==> src/rtl/dev_board_gpio_pkg.sv <==
// Shared width defaults for the dev-board GPIO wrapper and its CPU-side interface.
package dev_board_gpio_pkg;
    localparam int LED_W_DEF = 8;
    localparam int SW_W_DEF  = 4;
endpackage

==> src/rtl/dev_board_gpio_if.sv <==
// CPU-side GPIO bus: write strobe and data toward the LED latch, read strobe and switch readback.
interface dev_board_gpio_if
    import dev_board_gpio_pkg::*;
#(
    parameter int LED_W = LED_W_DEF,
    parameter int SW_W  = SW_W_DEF
);
    logic             RD_GPIO;
    logic             WR_GPIO;
    logic [LED_W-1:0] GPO;
    logic [SW_W-1:0]  GPI;

    modport master (
        output RD_GPIO,
        output WR_GPIO,
        output GPO,
        input  GPI
    );

    modport slave (
        input  RD_GPIO,
        input  WR_GPIO,
        input  GPO,
        output GPI
    );
endinterface

==> src/rtl/dev_board_gpio_reset_sync.sv <==
// Two-flop reset synchronizer: asserts with rst_n asynchronously, releases on the second clean edge.
module dev_board_gpio_reset_sync (
    input  logic clk,
    input  logic rst_n,
    output logic rst_out
);
    logic meta_reg;
    logic sync_reg;

    always_ff @(posedge clk or negedge rst_n) begin
        if (!rst_n) begin
            meta_reg <= 1'b1;
            sync_reg <= 1'b1;
        end else begin
            meta_reg <= 1'b0;
            sync_reg <= meta_reg;
        end
    end

    assign rst_out = sync_reg;
endmodule

==> src/rtl/dev_board_gpio.sv <==
// Board GPIO wrapper: LED output latch, registered DIP switch readback, clock and reset fan-out.
module dev_board_gpio
    import dev_board_gpio_pkg::*;
#(
    parameter int LED_W = LED_W_DEF,
    parameter int SW_W  = SW_W_DEF
) (
    input  logic              CLK_X1,
    input  logic              RESETN,
    input  logic [SW_W-1:0]   DIPSW,
    output logic [LED_W-1:0]  LED,
    output logic              CLK,
    output logic              RESET,
    dev_board_gpio_if.slave   cpu
);
    logic [LED_W-1:0] led_reg;
    logic [SW_W-1:0]  gpi_reg;

    // Latch and GPI use the raw board reset so a write on the very first edge after release lands.
    always_ff @(posedge CLK_X1 or negedge RESETN) begin
        if (!RESETN) begin
            led_reg <= '0;
        end else if (cpu.WR_GPIO) begin
            led_reg <= cpu.GPO;
        end
    end

    always_ff @(posedge CLK_X1 or negedge RESETN) begin
        if (!RESETN) begin
            gpi_reg <= '0;
        end else begin
            gpi_reg <= DIPSW;
        end
    end

    dev_board_gpio_reset_sync u_reset_sync (
        .clk     (CLK_X1),
        .rst_n   (RESETN),
        .rst_out (RESET)
    );

    // Reads carry no side effects; the strobe is accepted but intentionally unused.
    logic unused_rd;
    assign unused_rd = cpu.RD_GPIO;

    assign LED     = led_reg;
    assign cpu.GPI = gpi_reg;
    assign CLK     = CLK_X1;
endmodule

==> src/flat_wrapper.sv <==
// flat-port wrapper written by rule: the top's interface ports become plain ports
module dev_board_gpio_flat import dev_board_gpio_pkg::*;
#(
    parameter int LED_W = LED_W_DEF,
    parameter int SW_W  = SW_W_DEF
)
  (CLK_X1, RESETN, DIPSW, LED, CLK, RESET, cpu_RD_GPIO, cpu_WR_GPIO, cpu_GPO, cpu_GPI);
  dev_board_gpio_if #(.LED_W(LED_W), .SW_W(SW_W)) cpu_i ();
  input  logic CLK_X1;
  input  logic RESETN;
  input  logic [SW_W-1:0] DIPSW;
  output logic [LED_W-1:0] LED;
  output logic CLK;
  output logic RESET;
  input wire logic [$bits(cpu_i.RD_GPIO)-1:0] cpu_RD_GPIO;
  input wire logic [$bits(cpu_i.WR_GPIO)-1:0] cpu_WR_GPIO;
  input wire logic [$bits(cpu_i.GPO)-1:0] cpu_GPO;
  output wire logic [$bits(cpu_i.GPI)-1:0] cpu_GPI;
  assign cpu_i.RD_GPIO = cpu_RD_GPIO;
  assign cpu_i.WR_GPIO = cpu_WR_GPIO;
  assign cpu_i.GPO = cpu_GPO;
  assign cpu_GPI = cpu_i.GPI;
  dev_board_gpio #(.LED_W(LED_W), .SW_W(SW_W)) u_core (.CLK_X1(CLK_X1), .RESETN(RESETN), .DIPSW(DIPSW), .LED(LED), .CLK(CLK), .RESET(RESET), .cpu(cpu_i));
endmodule
==> config.mk <==
export PLATFORM = sky130hd
export DESIGN_NAME = dev_board_gpio_flat
export DESIGN_NICKNAME = d
export VERILOG_FILES = /design/src/rtl/dev_board_gpio_pkg.sv /design/src/rtl/dev_board_gpio_if.sv /design/src/rtl/dev_board_gpio_reset_sync.sv /design/src/rtl/dev_board_gpio.sv /design/src/flat_wrapper.sv
export SDC_FILE = /design/constraint.sdc
export NUM_CORES = 1
export LEC_CHECK = 0
export ABC_AREA = 1
export BUFFER_PORTS_ARGS = -buffer_cell sky130_fd_sc_hd__buf_4
export CAP_MARGIN = 15
export CORE_UTILIZATION = 34
export DETAILED_ROUTE_END_ITERATION = 6
export HOLD_SLACK_MARGIN = 0.15
export PLACE_DENSITY = 0.72
export SLEW_MARGIN = 30
export SYNTH_ARGS = -nofsm -noshare
export SYNTH_HDL_FRONTEND = slang
export SYNTH_HIERARCHICAL = 1
export SYNTH_SLANG_ARGS = --single-unit
export TNS_END_PERCENT = 20
==> constraint.sdc <==
create_clock -name CLK_X1 -period 0.8 [get_ports CLK_X1]
set_input_delay 0.08 -clock CLK_X1 [delete_from_list [all_inputs] [get_ports CLK_X1]]
set_output_delay 0.08 -clock CLK_X1 [all_outputs]
set_load 0.02 [all_outputs]
* After elaboration in Yosys (flattened, before gate mapping)
Index checks and enable logic that the tools add are counted.
** Word-level totals
- Bits in registers :: 14
- Bits of input ports :: 16
- Output and inout bits :: 14
- Logic and storage cells :: 4

* Longest topological paths before layout
- Depth in word-level cells :: 0
- Mapped depth :: 4
- Gate-level depth less buffers :: 3

* Modules after synthesis
The synthesis kept the hierarchy.
** By module, submodules not included
- dev_board_gpio :: times used 1, cells each 39, area each 412.9 sq um, sequential area each 300.3 sq um
- dev_board_gpio_reset_sync :: times used 1, cells each 3, area each 56.3 sq um, sequential area each 52.6 sq um

==> impl_metrics.yaml <==
critical_path:
  required_ps: 720
  crit_chain: "buf_6"
  worst_setup_path_start_kind: "register"
  crit_family: "flip-flops"
  r2r_start: "u_core/LED[5]"
  crit_type: "reg -> out"
  slowest_stage: "dfstp_2"
  cp.buffers_inverters: 1
  r2r_slack_ps: 160
  cpPeakStageDelay_ps: 530
  r2r_cells: 2
  cp-end-kind: "output pin"
  critPathArrivalTime_ps: 1020
  r2r-end: "u_core/LED[5]"
  critPathMaxFanout: 1
power:
  clkPwrFrac_pct: 45.7
  peakVddDrop_uv: 2140
  internal_power_mw: 1.55
  pwr-share-seq_pct: 37.9
  power_mw: 2.10
  power_density_mw_per_mm2: 2240
  p_switching_uw: 550
  pwr-share-comb_pct: 16.3
  leakagePower_nw: 0.490
  sw_frac_of_total_pct: 26.2
sta:
  slew_violations: 0
  fin_ws_ps: -299
  max_freq_ghz: 0.910
  period_minus_slack_ps: 1100
  fin_worst_skew_ps: 0.0973
  grt_setup_unrepaired: "yes"
  hold_viol_final: 0
  finalSetupViolCount: 14
  period_share_pct: 137
global_route:
  grt_max_degree: 15
  grt_overflow_total: 0
  grt_pass1_vias: 468
  grt.total_usage_pct: 22.0
  antenna_found_initial: 0
  grt_pass1_wl_mm: 1.94
synthesis:
  ys_seq_area_share_pct: 75.2
  synth_warnings: 6
  synth_seq_cells: 14
  syn_avg_cell_area_um2: 11.2
  syn_nets: 58
  ys_types: 7
  postSynthCellCount: 42
  syn-cell-area_um2: 469
route:
  drtIter0Drc: 2
  vias_per_cell: 4.27
  num_vias: 444
  drc: 0
  wirelength_mm: 1.17
  firstDrtPassIters: 4
  wl_per_cell_um: 11.3
  antenna_left: 0
min_path:
  hold_path.class: "in -> async"
die:
  dieHeight_um: 39.2
  design.core.area_mm2: 0.00128
  die-area_mm2: 0.00153
  num_rows: 13
  die_w_um: 39.2
  io_pins: 30
  start_util_pct: 36.5
placed_design:
  hpwl_um: 633
  globalplace.congestion: 0.509
  port_buffers: 28
  dp.cells: 83
clock_network:
  cts.clk_slew.worst_paths_ps: 80
  post-cts-setup-buffers: 0
  cts_tree: "yes"
  clkLatencyLatePin_ps: 380
  hold_buffers: 14
final_layout:
  fin_cells: 104
  drive_above_1_share_pct: 42.7
  syn_to_final_growth_pct: 99.7
  largest_reg_flops: 8
  final_nets: 106
  n_antenna_cell: 0
outcome:
  status: "complete, but fails checks"
  violations: "setup timing"
run:
  cap_violations: 0
metal layers:
layer  vias up  wire length [um]  global-route usage [%]
met5         -                 0                       0
met4         0                31                    25.0
met3         4                54                    10.4
met2        21               672                    32.9
met1       203               414                    20.2
li1        216                 -                       -
layout by cell type, fill, tap and decap left out:
cell type and n:
buf_4 14, dlygate4sd3_1 14, buf_6 14, dfstp_2 2
clkbuf_4 5, dfrtp_1 12, clkbuf_8 2, conb_1 1
inv_2 1, nand2_1 24
worst max path at each step:
stage	to	from	cells past startpoint
finish	RESET	u_core/u_reset_sync/rst_out	1
global route	RESET	u_core/u_reset_sync/rst_out	1
floorplan	u_core/LED[0]	u_core/LED[0]	2
CTS	RESET	u_core/u_reset_sync/rst_out	1
detailed placement	RESET	u_core/u_reset_sync/rst_out	1
global placement	RESET	u_core/u_reset_sync/rst_out	1
through the flow:
stage / TNS, ps / setup slack [ps] / utilization (%) / hold slack [ps] / instance area (um^2)
3_5_place_dp: 0 / 94.2 / 52.9 / -63.8 / 679
4_1_cts: -2840 / -322 / 72.9 / 54.8 / 937
3_3_place_gp: 0 / 102 / 52.9 / -67.1 / 679
5_1_grt: -3270 / -353 / 72.9 / 68.3 / 937
6_report: -2580 / -299 / 72.9 / 87.0 / 937
2_1_floorplan: 0 / 124 / - / -216 / 469
power groups by stage:
stage / logic (mW) / clock network [mW] / registers, mW
after global placement: 0.250 / 0.146 / 0.797
after floorplan: 0.0454 / 0.146 / 0.861
after global routing: 0.372 / 1.05 / 0.801
after detailed placement: 0.254 / 0.146 / 0.799
after CTS: 0.338 / 1.00 / 0.795
final: 0.342 / 0.959 / 0.795
cell families after synthesis:
kind of cell           count (synthesis)  share of synthesized area (%)
AND/OR/NAND/NOR                       24                           19.2
flip-flops                            14                           75.2
other                                  1                          0.799
buffers and inverters                  3                           4.80
synth_stat cells:
cell	n	area share (%)
buf_6	1	2.4
nand2_1	24	19
inv_2	1	0.80
dfstp_2	2	11
dfrtp_1	12	64
conb_1	1	0.80
buf_4	1	1.6
area by class of cell:
type / instances / area [um^2]
Clock buffer: 8 / 76.3
Tap cell: 15 / 18.8
Inverter: 1 / 3.75
Multi-Input combinational cell: 25 / 93.8
Sequential cell: 14 / 353
Timing Repair Buffer: 41 / 392
Fill cell: 98 / 348
what timing repair did:
action | CTS | global route
setup endpoints to repair | 14 | 14
gates resized for setup | 15 | 0
endpoints found under the hold margin | 26 | 12
Note: power is estimated with default switching activity, not from simulation.
